## config.mk

```make
export PLATFORM = sky130hd
export DESIGN_NAME = ip_uart_rx_flat
export DESIGN_NICKNAME = d
export VERILOG_FILES = /design/src/rtl/uart_pkg.sv /design/src/rtl/ip_uart_rx_if.sv /design/src/rtl/ip_sync2.sv /design/src/rtl/ip_uart_rx.sv /design/src/flat_wrapper.sv
export SDC_FILE = /design/constraint.sdc
export NUM_CORES = 1
export LEC_CHECK = 0
export ABC_AREA = 0
export CAP_MARGIN = 10
export CELL_PAD_IN_SITES_DETAIL_PLACEMENT = 1
export CELL_PAD_IN_SITES_GLOBAL_PLACEMENT = 2
export CORE_UTILIZATION = 39
export CTS_CLUSTER_DIAMETER = 30
export DETAILED_ROUTE_END_ITERATION = 10
export HOLD_SLACK_MARGIN = 0.03
export PLACE_DENSITY = 0.86
export RECOVER_POWER = 100
export SLEW_MARGIN = 20
export SYNTH_ARGS = -nofsm -noshare
export SYNTH_HDL_FRONTEND = slang
export SYNTH_SLANG_ARGS = --single-unit
```

## constraint.sdc

```tcl
create_clock -name clk -period 2.5 [get_ports clk]
set_input_delay 0.75 -clock clk [delete_from_list [all_inputs] [get_ports clk]]
set_output_delay 0.75 -clock clk [all_outputs]
set_load 0.005 [all_outputs]
```

## src/rtl/uart_pkg.sv

```systemverilog
// Shared UART definitions: receiver state encoding and the baud divisor helper
// used by both the transmit and receive sides.
package uart_pkg;

    typedef enum logic [2:0] {
        ST_IDLE      = 3'd0,
        ST_START     = 3'd1,
        ST_DATA      = 3'd2,
        ST_STOP      = 3'd3,
        ST_WAIT_HIGH = 3'd4
    } uart_rx_state_t;

    // Clock cycles per bit, rounded to nearest.
    function automatic int uart_divisor(input int clk_freq, input int uart_freq);
        return (clk_freq + uart_freq / 2) / uart_freq;
    endfunction

endpackage

```

## src/rtl/ip_uart_rx_if.sv

```systemverilog
// Byte delivery channel from the UART receiver to its consumer.
interface ip_uart_rx_if;
    logic [7:0] recv_data;
    logic       recv_valid;
    logic       recv_ack;
    logic       recv_frame_err;
    logic       recv_overrun;

    modport master (
        output recv_data,
        output recv_valid,
        output recv_frame_err,
        output recv_overrun,
        input  recv_ack
    );

    modport slave (
        input  recv_data,
        input  recv_valid,
        input  recv_frame_err,
        input  recv_overrun,
        output recv_ack
    );
endinterface

```

## src/rtl/ip_sync2.sv

```systemverilog
// Generic two-flop synchroniser for a single asynchronous input; both flops
// come out of reset at rst_val so an idle line does not look like an edge.
module ip_sync2 #(
    parameter logic rst_val = 1'b1
) (
    input  logic clk,
    input  logic n_reset,
    input  logic d,
    output logic q
);
    logic meta;

    always_ff @(posedge clk or negedge n_reset) begin
        if (!n_reset) begin
            meta <= rst_val;
            q    <= rst_val;
        end else begin
            meta <= d;
            q    <= meta;
        end
    end
endmodule

```

## src/rtl/ip_uart_rx.sv

```systemverilog
// 8N1 UART receiver: mid-bit sampling via a down-counter that expires at zero,
// byte delivery through a valid/ack handshake with frame-error and overrun pulses.
//
// state      | meaning
// -----------+-----------------------------------------------------------
// IDLE       | line high, waiting for a falling edge on rxs
// START      | half a bit in; confirm start bit is still low (else glitch)
// DATA       | sample 8 data bits, LSB first, one per bit period
// STOP       | sample stop bit; deliver byte or flag framing error
// WAIT_HIGH  | after a framing error, hold off until the line returns high
module ip_uart_rx
    import uart_pkg::*;
#(
    parameter int clk_freq  = 54000000,
    parameter int uart_freq = 115200
) (
    input  logic        clk,
    input  logic        n_reset,
    input  logic        uart_rx,
    ip_uart_rx_if.master recv
);
    localparam int BIT  = uart_divisor(clk_freq, uart_freq);
    localparam int HALF = BIT / 2;
    localparam int CW   = $clog2(BIT);

    // Loading N-1 and expiring at zero puts the sample N cycles after the load decision.
    localparam logic [CW-1:0] BIT_LOAD  = CW'(BIT - 1);
    localparam logic [CW-1:0] HALF_LOAD = CW'(HALF - 1);

    logic           rxs;
    logic           rxs_d;
    uart_rx_state_t state, state_nxt;
    logic [CW-1:0]  cnt, cnt_nxt;
    logic [7:0]     shreg, shreg_nxt;
    logic [2:0]     idx, idx_nxt;
    logic           tc;
    logic           deliver;
    logic           frame_bad;

    ip_sync2 #(.rst_val(1'b1)) u_sync (
        .clk     (clk),
        .n_reset (n_reset),
        .d       (uart_rx),
        .q       (rxs)
    );

    assign tc = (cnt == '0);

    always_ff @(posedge clk or negedge n_reset) begin
        if (!n_reset) begin
            rxs_d <= 1'b1;
            state <= ST_IDLE;
            cnt   <= '0;
            shreg <= '0;
            idx   <= '0;
        end else begin
            rxs_d <= rxs;
            state <= state_nxt;
            cnt   <= cnt_nxt;
            shreg <= shreg_nxt;
            idx   <= idx_nxt;
        end
    end

    always_comb begin
        state_nxt = state;
        cnt_nxt   = cnt;
        shreg_nxt = shreg;
        idx_nxt   = idx;
        deliver   = 1'b0;
        frame_bad = 1'b0;
        case (state)
            ST_IDLE: begin
                if (rxs_d && !rxs) begin
                    cnt_nxt   = HALF_LOAD;
                    state_nxt = ST_START;
                end
            end
            ST_START: begin
                if (!tc) begin
                    cnt_nxt = cnt - CW'(1);
                end else if (!rxs) begin
                    cnt_nxt   = BIT_LOAD;
                    idx_nxt   = '0;
                    state_nxt = ST_DATA;
                end else begin
                    state_nxt = ST_IDLE;
                end
            end
            ST_DATA: begin
                if (!tc) begin
                    cnt_nxt = cnt - CW'(1);
                end else begin
                    shreg_nxt = {rxs, shreg[7:1]};
                    cnt_nxt   = BIT_LOAD;
                    idx_nxt   = idx + 3'd1;
                    if (idx == 3'd7)
                        state_nxt = ST_STOP;
                end
            end
            ST_STOP: begin
                if (!tc) begin
                    cnt_nxt = cnt - CW'(1);
                end else if (rxs) begin
                    deliver   = 1'b1;
                    state_nxt = ST_IDLE;
                end else begin
                    frame_bad = 1'b1;
                    state_nxt = ST_WAIT_HIGH;
                end
            end
            ST_WAIT_HIGH: begin
                if (rxs)
                    state_nxt = ST_IDLE;
            end
            default: state_nxt = ST_IDLE;
        endcase
    end

    // An ack landing in the delivery cycle frees the slot, so the new byte wins.
    always_ff @(posedge clk or negedge n_reset) begin
        if (!n_reset) begin
            recv.recv_data      <= 8'h00;
            recv.recv_valid     <= 1'b0;
            recv.recv_frame_err <= 1'b0;
            recv.recv_overrun   <= 1'b0;
        end else begin
            recv.recv_frame_err <= frame_bad;
            recv.recv_overrun   <= 1'b0;
            if (deliver) begin
                if (!recv.recv_valid || recv.recv_ack) begin
                    recv.recv_data  <= shreg;
                    recv.recv_valid <= 1'b1;
                end else begin
                    recv.recv_overrun <= 1'b1;
                end
            end else if (recv.recv_ack) begin
                recv.recv_valid <= 1'b0;
            end
        end
    end
endmodule

```

## src/flat_wrapper.sv

```systemverilog
// flat-port wrapper written by rule: the top's interface ports become plain ports
module ip_uart_rx_flat import uart_pkg::*;
#(
    parameter int clk_freq  = 54000000,
    parameter int uart_freq = 115200
)
  (clk, n_reset, uart_rx, recv_recv_data, recv_recv_valid, recv_recv_frame_err, recv_recv_overrun, recv_recv_ack);
  ip_uart_rx_if recv_i ();
  input  logic clk;
  input  logic n_reset;
  input  logic uart_rx;
  output wire logic [$bits(recv_i.recv_data)-1:0] recv_recv_data;
  output wire logic [$bits(recv_i.recv_valid)-1:0] recv_recv_valid;
  output wire logic [$bits(recv_i.recv_frame_err)-1:0] recv_recv_frame_err;
  output wire logic [$bits(recv_i.recv_overrun)-1:0] recv_recv_overrun;
  input wire logic [$bits(recv_i.recv_ack)-1:0] recv_recv_ack;
  assign recv_recv_data = recv_i.recv_data;
  assign recv_recv_valid = recv_i.recv_valid;
  assign recv_recv_frame_err = recv_i.recv_frame_err;
  assign recv_recv_overrun = recv_i.recv_overrun;
  assign recv_i.recv_ack = recv_recv_ack;
  ip_uart_rx #(.clk_freq(clk_freq), .uart_freq(uart_freq)) u_core (.clk(clk), .n_reset(n_reset), .uart_rx(uart_rx), .recv(recv_i));
endmodule
```

==> results of run 1 <==
[synthesized netlist by cell type (2+ instances only)]
master	n	area share, %
a211oi_1	4	1.6
a21o_1	2	0.82
a21oi_1	3	0.82
a41oi_1	2	0.96
buf_2	2	0.55
dfrtp_1	34	46
dfstp_2	3	4.3
ha_1	3	2.0
inv_1	9	1.8
mux2_2	17	10
nand2_1	6	1.2
nand2b_1	4	1.4
nand3_1	3	0.82
nand4_1	2	0.68
nor2_1	7	1.4
nor3_1	5	1.4
nor4_1	4	1.4
o21ai_0	8	2.2
o22ai_1	3	1.0
or3_1	2	0.68
[metrics by stage]
step	power [uW]	hold slack, ns
floorplan	1199	0.3452
global placement	1309	0.3489
detailed placement	1351	0.3548
CTS	1778	0.3630
global route	1860	0.3687
finish	1742	0.3614
[worst max-delay path, cell delays in order, from the launching register on]
cell and delay, ns:
dfrtp_1 0.40, inv_1 0.10, ha_1 0.23, or3b_1 0.49, nor4_4 0.39, buf_4 0.21
or3_2 0.17, o21ai_0 0.11
[layout make-up]
cell class	count	share of cell area [%]
sequential	37	44.38
multi-input combinational	104	39.25
timing repair buffer	17	7.527
clock buffer	5	3.286
tap	52	3.106
inverter	9	1.613
clock inverter	3	0.8363
[power by group through the flow]
stage | clock [uW] | sequential (uW) | combinational (uW)
floorplan | 0 | 787 | 412
global placement | 0 | 842 | 466
detailed placement | 0 | 855 | 496
CTS | 428 | 842 | 508
global route | 451 | 854 | 555
finish | 412 | 842 | 488
[flip-flops by register name, indices dropped and copies added (netlist names)]
| name | flops |
|---|---|
| u_core.recv.recv_overrun | 1 |
| u_core.cnt | 9 |
| u_core.shreg | 8 |
| u_core.u_sync.meta | 1 |
| u_core.recv.recv_frame_err | 1 |
| u_core.state | 3 |
| u_core.recv.recv_data | 8 |
| u_core.idx | 3 |
| u_core.u_sync.q | 1 |
| u_core.recv.recv_valid | 1 |
| u_core.rxs_d | 1 |
[cells by family (layout without fill, tap and decap cells)]
| family | count (synthesis) | in the layout | synth area share [%] |
|---|---|---|---|
| and+or+nand+nor | 46 | 46 | 15.98 |
| AOI/OAI and AO/OA | 36 | 36 | 15.71 |
| adders and majority gates | 3 | 3 | 2.049 |
| buffers and inverters | 13 | 34 | 3.757 |
| xor gates and xnor gates | 1 | 1 | 0.4782 |
| muxes | 18 | 18 | 11.27 |
| DFF | 37 | 37 | 50.75 |
[cell usage in the layout, fill, tap and decap left out, types with 3 or more instances in the layout]
cell / instances
o22ai_1: 3
nand2_1: 6
nor2_1: 7
o21ai_0: 8
nand2b_1: 4
nand3_1: 3
dfrtp_1: 34
a211oi_1: 4
ha_1: 3
nor3_1: 5
dlygate4sd3_1: 13
buf_4: 3
clkbuf_8: 5
a21oi_1: 3
nor4_1: 4
mux2_2: 17
inv_1: 9
[how the worst max path moves through the flow]
| stage | startpoint | endpoint | slack [ns] | cells past startpoint |
|---|---|---|---|---|
| 2_1_floorplan | u_core.cnt[0] | u_core.cnt[8] | 0.60 | 7 |
| 3_3_place_gp | recv_recv_ack | u_core.recv.recv_data[3] | 0.29 | 4 |
| 3_5_place_dp | recv_recv_ack | u_core.recv.recv_data[6] | 0.21 | 4 |
| 4_1_cts | u_core.cnt[0] | u_core.cnt[8] | 0.33 | 6 |
| 5_1_grt | u_core.cnt[0] | u_core.cnt[8] | 0.13 | 6 |
| 6_report | u_core.cnt[0] | u_core.cnt[2] | 0.25 | 7 |
[layer usage]
metal,vias up,track usage (%)
li1,615,-
met4,0,7.333
met1,677,27.00
met5,-,0
met2,35,30.42
met3,10,4.701
==> impl_metrics.env, run 1 <==
export IMPL_drive_gt1_share_pct=25.14
export IMPL_p_seq_share_pct=48.3
export IMPL_swShare_pct=37.19
export IMPL_cts_made_buffers=5
export IMPL_clkSlewWorstSetupHoldPaths_ns=0.08
export IMPL_fmax_mhz=444.6
export IMPL_worst_pin_slew_ns=0.9107
export IMPL_die_w_um=70.54
export IMPL_r2r_end="u_core.cnt[2]"
export IMPL_fillers=484
export IMPL_dpl_hpwl_mm=2.994
export IMPL_switching_power_uw=647.8
export IMPL_min_to="u_core.u_sync.q"
export IMPL_p_int_uw=1094
export IMPL_post_cts_buffers=0
export IMPL_hold_path_class="reg -> reg"
export IMPL_vdd_drop_max_mv=0.6289
export IMPL_gr_usage_all_layers_pct=19.62
export IMPL_die_y_um=70.54
export IMPL_final_core_util_pct=47.13
export IMPL_setup_worst_path_start_class="flip-flop"
export IMPL_period_share_pct=89.96
export IMPL_r2r_start="u_core.cnt[0]"
export IMPL_finalSetupTns_ns=0
export IMPL_gp_congestion=0.7900
export IMPL_cts_tree="done"
export IMPL_start_util_pct=41.22
export IMPL_grt_first_pass_wirelength_mm=7.583
export IMPL_cts_htree_levels=2
export IMPL_hold_violations=0
export IMPL_p_leak_uw=0.0009543
export IMPL_met3_length_um=172
export IMPL_synth_edf_count=0
export IMPL_fp_row_count=24
export IMPL_vias=1337
export IMPL_cts_sinks=37
export IMPL_r2r_slack_ns=0.25
export IMPL_fin_cells=227
export IMPL_combPwrFrac_pct=28.0
export IMPL_antenna_cells=0
export IMPL_grt_max_degree=38
export IMPL_ios=15
export IMPL_setup_viol=0
export IMPL_place_ws_ns=0.2053
export IMPL_max_cap_violations=0
export IMPL_seq_area_um2=929.6
export IMPL_worst_hold_path_num_cells=0
export IMPL_async_reset_ff_share_pct=100.0
export IMPL_rr_worst_depth=7
export IMPL_overflow=0
export IMPL_setup_slack_ns=0.2509
export IMPL_crit_type="reg -> reg"
export IMPL_top_layer="met4"
export IMPL_multi_input_comb_area_um2=822.0
export IMPL_p_per_area_nw_per_um2=831.7
export IMPL_drt_iter0_markers=58
export IMPL_cts_repair_resized=0
export IMPL_finClkSkew_ns=0.006571
export IMPL_synth_net_count=161
export IMPL_finalMaxSlewViolations=0
export IMPL_area_growth_pct=14.34
export IMPL_fin_crit_ns=2.249
export IMPL_synthCells=154
export IMPL_antenna_found_initial=0
export IMPL_place_area_um2=2019
export IMPL_grt_pass1_vias=1488
export IMPL_p_clk_share_pct=23.6
export IMPL_ys_types=51
export IMPL_required_ns=2.64
export IMPL_vias_per_cell=5.890
export IMPL_ys_dominant_reg_cell="dfrtp_1"
export IMPL_synth_seq_cells=37
export IMPL_crit_path_end_kind="flip-flop"
export IMPL_final_area_um2=2095
export IMPL_nNetsFinal=181
export IMPL_placed_cells=219
export IMPL_grt_setup_unrepaired="false"
export IMPL_synth_area_um2=1832
export IMPL_wl_per_cell_um=18.62
export IMPL_outcome="finished, final reports clean"
export IMPL_min_from="u_core.u_sync.meta"
export IMPL_drcViolationCount=0
export IMPL_path_max_fanout=5
export IMPL_cts_root_buf="clkbuf_8"
export IMPL_clockBufferDepth=2
export IMPL_wl_met2_mm=2.027
export IMPL_die_area_um2=4975
export IMPL_io_buffers=14
export IMPL_coreArea_um2=4444
export IMPL_finalWirelength_mm=4.227
export IMPL_ctsHoldBuffers=0
export IMPL_first_pass_iters=4
export IMPL_ant_nets=0
export IMPL_yosysWarnings=0
export IMPL_critPathArrivalTime_ns=2.39
export IMPL_synth_area_per_cell_um2=11.89
export IMPL_max_slew_margin_pct=39.28
export IMPL_met1_length_mm=1.947
export IMPL_clk_latency_ns=0.29
export IMPL_yosysSeqAreaShare_pct=50.75
Power figures use the tool's default switching activity.
==> inputs of run 2 (changes only) <==
SKIP_CTS_REPAIR_TIMING = 1   (was not set)
SKIP_LAST_GASP = 1   (was not set)
==> results of run 2 <==
Final layout, timing and power as in run 1 (identical DEF).
==> inputs of run 3 (changes only) <==
TNS_END_PERCENT = 100   (was not set)
==> results of run 3 <==
Final layout, timing and power as in run 1 (identical DEF).
